`config.mk`:
```
export PLATFORM = sky130hd
export DESIGN_NAME = alu_sequencer
export DESIGN_NICKNAME = d
export VERILOG_FILES = /design/src/rtl/alu_sequencer.sv
export SDC_FILE = /design/constraint.sdc
export NUM_CORES = 1
export LEC_CHECK = 0
export ABC_CLOCK_PERIOD_IN_PS = 2000
export BUFFER_PORTS_ARGS = -buffer_cell sky130_fd_sc_hd__buf_2
export CAP_MARGIN = 30
export CORE_UTILIZATION = 45
export DETAILED_ROUTE_END_ITERATION = 12
export GPL_TIMING_DRIVEN = 0
export PLACE_DENSITY = 0.7
export SETUP_SLACK_MARGIN = 0.3
export SYNTH_ARGS = -nofsm -noshare
export SYNTH_HDL_FRONTEND = slang
export SYNTH_SLANG_ARGS = --single-unit
```
`constraint.sdc`:
```
create_clock -name i_clock -period 2 [get_ports i_clock]
set_input_delay 0.1 -clock i_clock [delete_from_list [all_inputs] [get_ports i_clock]]
set_output_delay 0.1 -clock i_clock [all_outputs]
set_load 0.05 [all_outputs]
```
`src/rtl/alu_sequencer.sv`:
```
// alu_sequencer: collects operand A, operand B and an opcode byte from a
// serial receiver, strobes them into an external ALU, waits two cycles for
// the ALU to settle, captures result/carry and hands the result byte to a
// transmitter. Inter-byte gaps inside a frame are bounded by TIMEOUT_CYCLES.
//
// Optional feature macro: ALU_SEQ_CARRY_TX_EN -- when defined, a second
// byte {zeros, carry} is transmitted after the result byte.
//
// Handshakes: i_rx_valid is a one-cycle strobe with no backpressure; a byte
// that arrives while the frame is executing or transmitting is dropped and
// flagged on the sticky o_overrun. o_tx_start is a one-cycle request that is
// only raised while i_tx_busy=0, and o_tx_data is held until the next request.
module alu_sequencer #(
   parameter int BUS_SIZE       = 8,
   parameter int OPCODE_SIZE    = 6,
   parameter int TIMEOUT_CYCLES = 1000000
) (
   input  logic                i_clock,
   input  logic                i_reset_n,
   input  logic [BUS_SIZE-1:0] i_rx_data,
   input  logic                i_rx_valid,
   output logic [BUS_SIZE-1:0] o_alu_bus,
   output logic                o_load_a,
   output logic                o_load_b,
   output logic                o_load_op,
   input  logic [BUS_SIZE-1:0] i_alu_result,
   input  logic                i_alu_carry,
   output logic [BUS_SIZE-1:0] o_tx_data,
   output logic                o_tx_start,
   input  logic                i_tx_busy,
   output logic                o_overrun,
   output logic                o_timeout,
   output logic [2:0]          o_dbg_state,
   output logic                o_dbg_carry
);

   localparam int GAP_W = (TIMEOUT_CYCLES > 1) ? $clog2(TIMEOUT_CYCLES) : 1;
   localparam logic [GAP_W-1:0]    GAP_TERM = GAP_W'(TIMEOUT_CYCLES - 1);
   localparam logic [BUS_SIZE-1:0] OP_MASK  = BUS_SIZE'((64'd1 << OPCODE_SIZE) - 64'd1);

   typedef enum logic [2:0] {
      GET_A  = 3'd0,
      GET_B  = 3'd1,
      GET_OP = 3'd2,
      EXEC   = 3'd3,
      SEND   = 3'd4
`ifdef ALU_SEQ_CARRY_TX_EN
      ,
      SEND_C = 3'd5
`endif
   } state_t;

   state_t              state_q, state_d;
   logic                exec_cnt_q, exec_cnt_d;
   logic [GAP_W-1:0]    gap_q, gap_d;
   logic [BUS_SIZE-1:0] result_q;
   logic                carry_q;
   logic                capture;
   logic                gap_expired;
   logic [BUS_SIZE-1:0] bus_d, tx_data_d;
   logic                load_a_d, load_b_d, load_op_d;
   logic                tx_start_d, timeout_d, overrun_d;

   assign gap_expired = (gap_q == GAP_TERM);
   assign o_dbg_state = state_q;
   assign o_dbg_carry = carry_q;

   // State, EXEC cycle counter and inter-byte gap counter.
   always_ff @(posedge i_clock or negedge i_reset_n) begin
      if (!i_reset_n) begin
         state_q    <= GET_A;
         exec_cnt_q <= 1'b0;
         gap_q      <= '0;
      end else begin
         state_q    <= state_d;
         exec_cnt_q <= exec_cnt_d;
         gap_q      <= gap_d;
      end
   end

   // Next-state and next-output decode; timeout takes priority over a byte.
   always_comb begin
      state_d    = state_q;
      exec_cnt_d = 1'b0;
      gap_d      = '0;
      bus_d      = o_alu_bus;
      load_a_d   = 1'b0;
      load_b_d   = 1'b0;
      load_op_d  = 1'b0;
      tx_start_d = 1'b0;
      tx_data_d  = o_tx_data;
      timeout_d  = 1'b0;
      overrun_d  = o_overrun;
      capture    = 1'b0;
      case (state_q)
         GET_A: begin
            if (i_rx_valid) begin
               bus_d    = i_rx_data;
               load_a_d = 1'b1;
               state_d  = GET_B;
            end
         end
         GET_B, GET_OP: begin
            if (gap_expired) begin
               timeout_d = 1'b1;
               state_d   = GET_A;
            end else if (i_rx_valid) begin
               if (state_q == GET_B) begin
                  bus_d    = i_rx_data;
                  load_b_d = 1'b1;
                  state_d  = GET_OP;
               end else begin
                  bus_d     = i_rx_data & OP_MASK;
                  load_op_d = 1'b1;
                  state_d   = EXEC;
               end
            end else begin
               gap_d = gap_q + 1'b1;
            end
         end
         EXEC: begin
            overrun_d  = o_overrun | i_rx_valid;
            exec_cnt_d = ~exec_cnt_q;
            if (exec_cnt_q) begin
               capture = 1'b1;
               state_d = SEND;
            end
         end
         SEND: begin
            overrun_d = o_overrun | i_rx_valid;
            if (!i_tx_busy) begin
               tx_start_d = 1'b1;
               tx_data_d  = result_q;
`ifdef ALU_SEQ_CARRY_TX_EN
               state_d    = SEND_C;
`else
               state_d    = GET_A;
`endif
            end
         end
`ifdef ALU_SEQ_CARRY_TX_EN
         SEND_C: begin
            overrun_d = o_overrun | i_rx_valid;
            // Skip the cycle our own request is still high: busy lags it.
            if (!i_tx_busy && !o_tx_start) begin
               tx_start_d = 1'b1;
               tx_data_d  = {{(BUS_SIZE-1){1'b0}}, carry_q};
               state_d    = GET_A;
            end
         end
`endif
         default: state_d = GET_A;
      endcase
   end

   // Registered outputs and captured ALU result/carry.
   always_ff @(posedge i_clock or negedge i_reset_n) begin
      if (!i_reset_n) begin
         o_alu_bus  <= '0;
         o_load_a   <= 1'b0;
         o_load_b   <= 1'b0;
         o_load_op  <= 1'b0;
         o_tx_data  <= '0;
         o_tx_start <= 1'b0;
         o_overrun  <= 1'b0;
         o_timeout  <= 1'b0;
         result_q   <= '0;
         carry_q    <= 1'b0;
      end else begin
         o_alu_bus  <= bus_d;
         o_load_a   <= load_a_d;
         o_load_b   <= load_b_d;
         o_load_op  <= load_op_d;
         o_tx_data  <= tx_data_d;
         o_tx_start <= tx_start_d;
         o_overrun  <= overrun_d;
         o_timeout  <= timeout_d;
         if (capture) begin
            result_q <= i_alu_result;
            carry_q  <= i_alu_carry;
         end
      end
   end

endmodule

```
==> results.py <==
metrics = {
    "routing": {
        "antenna_left": 0,
        "first_pass_iters": 4,
        "viasPerCell": 5.069,
        "drc_errors": 0,
        "drt_iter0_markers": 50,
        "wl_per_cell_um": 13.02,
        "wl_um": 4544,
        "vias": 1769,
    },
    "critical_path": {
        "critPathCaptureType": "flip-flop",
        "critPathKind": "flip-flop to flip-flop",
        "worstPathMaxFanout": 8,
        "critPathLaunchType": "flip-flop",
        "arrival_ns": 2.23,
        "crit_required_ns": 2.21,
    },
    "timing": {
        "finalCriticalPeriod_ns": 2.018,
        "fmax_mhz": 495.4,
        "final-setup-viol-count": 6,
        "grt_setup_unrepaired": "yes",
        "maxSlewViolCount": 0,
        "setup_tns_ns": -0.09351,
        "maxSlewHeadroom_pct": 71.65,
        "post-route-period-util_pct": 100.9,
        "worst_pin_slew_ns": 0.4252,
        "fin_skew_ns": 0.01105,
        "hold_violations": 0,
        "postLayoutSetupSlackWorst_ns": -0.01848,
    },
    "cells_and_area": {
        "mostFrequentLayoutCell": "dfrtp_1",
        "final_core_util_pct": 60.36,
        "final_cells": 349,
        "finalNetCount": 300,
        "drive_gt1_share_pct": 41.58,
        "final_cell_area_um2": 3083,
        "final_cell_mix": "dfrtp_1, buf_2, nor2_1, mux2_2, buf_4",
        "n_antenna_cell": 0,
        "synthToLayoutAreaGrowth_pct": 28.80,
    },
    "global_route": {
        "antenna_found_initial": 0,
        "grt_usage_pct": 17.06,
        "grt_pass1_wl_um": 7231,
        "grt_pass1_vias": 1574,
        "grt_overflow": 0,
        "grt_max_degree": 39,
    },
    "yosys": {
        "syn-cell-area_um2": 2394,
        "synth.area.mux_share_pct": 12.60,
        "synthXorXnorAreaFrac_pct": 5.489,
        "synth-compound-area-share_pct": 4.496,
        "ys_warn_count": 0,
        "synth_top_family_by_area": "simple AND/OR/NAND/NOR gates",
        "yosys.area_share.simple_pct": 16.52,
        "ys_ff_latch": 55,
        "yosysSeqAreaShare_pct": 57.50,
        "syn_area_per_cell_um2": 11.62,
        "synth_cell_types": 35,
        "synth_nets": 228,
        "syn_inst": 206,
        "synthAdderAreaFrac_pct": 0.5227,
    },
    "outcome": {
        "violations": "setup timing",
        "status": "finished, violations left",
    },
    "placement": {
        "dpl.cell_count": 323,
        "place_congestion": 0.7407,
        "io_buffers": 46,
        "placed_cell_area_um2": 2763,
        "dp_hpwl_um": 3040,
    },
    "clock_network": {
        "h-tree-depth": 2,
        "clock_latency_ns": 0.32,
        "cts_buffer_depth": 2,
        "cts_made_buffers": 5,
        "cts_tree": "yes",
        "clk_pin_slew_ns": 0.10,
        "clock-sinks": 55,
        "root_buffer": "clkbuf_8",
    },
    "floorplanning": {
        "die_h_um": 74.93,
        "core_um2": 5107,
        "placementRows": 26,
        "start_util_pct": 46.86,
        "die_w_um": 74.93,
        "die_area_um2": 5615,
        "ios": 47,
    },
    "power_and_ir_drop": {
        "p_leak_nw": 1.387,
        "power.density_nw_per_um2": 1289,
        "ir_worst_vdd_v": 0.0007260,
    },
    "run": {
        "max_cap_viol_count": 0,
    },
    "min_path": {
        "min_path_type": "input port to flip-flop",
    },
}
-- per-stage QoR --
stage / setup WS, ns / hold slack, ns / power (mW)
after floorplan: 0.009276 / -0.1956 / 2.888
after global placement: -0.1370 / 0.3163 / 3.225
after detailed placement: -0.1331 / 0.06917 / 3.266
after CTS: -0.01493 / 0.0005588 / 3.931
after global routing: -0.06579 / 0.005393 / 4.203
final: -0.01848 / 0.008835 / 3.973
-- final timing paths --
| kind | from | cells past startpoint | end | slack [ns] |
|---|---|---|---|---|
| worst max-delay path | gap_q[1] | 7 | o_alu_bus[0] | -0.02 |
| worst min-delay path | i_alu_result[3] | 2 | result_q[3] | 0.009 |
| worst max register to register | gap_q[1] | 7 | o_alu_bus[0] | -0.02 |
| worst min register to register | o_overrun | 1 | o_overrun | 0.48 |
| max in group asynchronous | i_reset_n | 3 | gap_q[0] | 1.20 |
| min in group asynchronous | i_reset_n | 2 | o_load_b | 0.24 |
-- power by group --
group | switching [mW] | internal (mW)
clock network | 0.371 | 0.252
registers | 0.139 | 1.41
logic | 1.16 | 0.646
-- state kept, by name, indices dropped and copies added (netlist names) --
signal and count:
o_tx_data 8, o_dbg_state 3, gap_q 20, o_alu_bus 8, exec_cnt_q 1, result_q 8, o_load_a 1, o_tx_start 1
o_overrun 1, o_load_b 1, o_timeout 1, o_load_op 1, o_dbg_carry 1
-- per-layer routing --
metal | up-vias | share of wire (%) | GRT usage, %
met4 | 0 | 1.5 | 5.660
li1 | 864 | - | -
met2 | 43 | 49 | 25.23
met5 | - | 0 | 0
met3 | 6 | 4.3 | 4.819
met1 | 856 | 45 | 24.24
-- synthesized netlist by cell type, drive strengths merged --
library cell  instances  area share, %
clkbuf                7            1.1
dfrtp                55             58
o31ai                 1           0.31
nand2                10            1.6
nor4b                 2           0.73
ha                    1           0.52
o221ai                1           0.37
o21ai                 7            1.5
inv                   7            1.1
o31a                  1           0.37
a21oi                 6            1.3
o2bb2ai               1           0.37
nand4                 4            1.0
or3                   5            1.3
xnor2                12            4.4
mux2i                 2           0.84
and3                  1           0.26
or4                   2           0.63
nor3                  8            1.7
mux2                 23             12
and4                  1           0.37
or2                   1           0.26
nor2                 21            3.3
nand4b                1           0.37
buf                   2           0.68
xor2                  3            1.1
nor4                  5            1.3
nand3                 7            1.5
or3b                  1           0.37
o22a                  1           0.37
nand2b                5            1.3
nor2b                 1           0.26
nor3b                 1           0.31
-- cell type report --
cell class	count	area, um2
flip-flops and latches	55	1381
well taps	70	87.58
repair buffers	65	397.9
clock buffers	6	72.57
plain buffers	9	67.56
multi-input cells	135	1032
inverters	7	26.28
fillers	430	2024
clock inverters	2	17.52
-- timing repair --
action	4_1_cts	5_1_grt
gates resized for setup	6	20
buffers inserted	9	2
endpoints found under the hold margin	19	3
gates cloned	0	1
hold buffers	3	3
pin swaps	3	3
endpoints found under the setup margin	36	49
-- logic make-up after synthesis --
| family | Yosys count |
|---|---|
| adder cells (fa/ha/maj) | 1 |
| XOR/XNOR | 15 |
| flip-flops | 55 |
| multiplexers | 25 |
| AO/OA/AOI/OAI | 18 |
| buffers and inverters | 16 |
| AND/OR/NAND/NOR | 76 |
-- critical path: stages (launching register included) --
cell and delay, ns:
dfrtp_1 0.39, ha_4 0.15, inv_2 0.03, or4_4 0.51, buf_6 0.14, o31a_1 0.25
buf_6 0.15, mux2_4 0.29
Note: power is estimated with default switching activity, not from simulation.
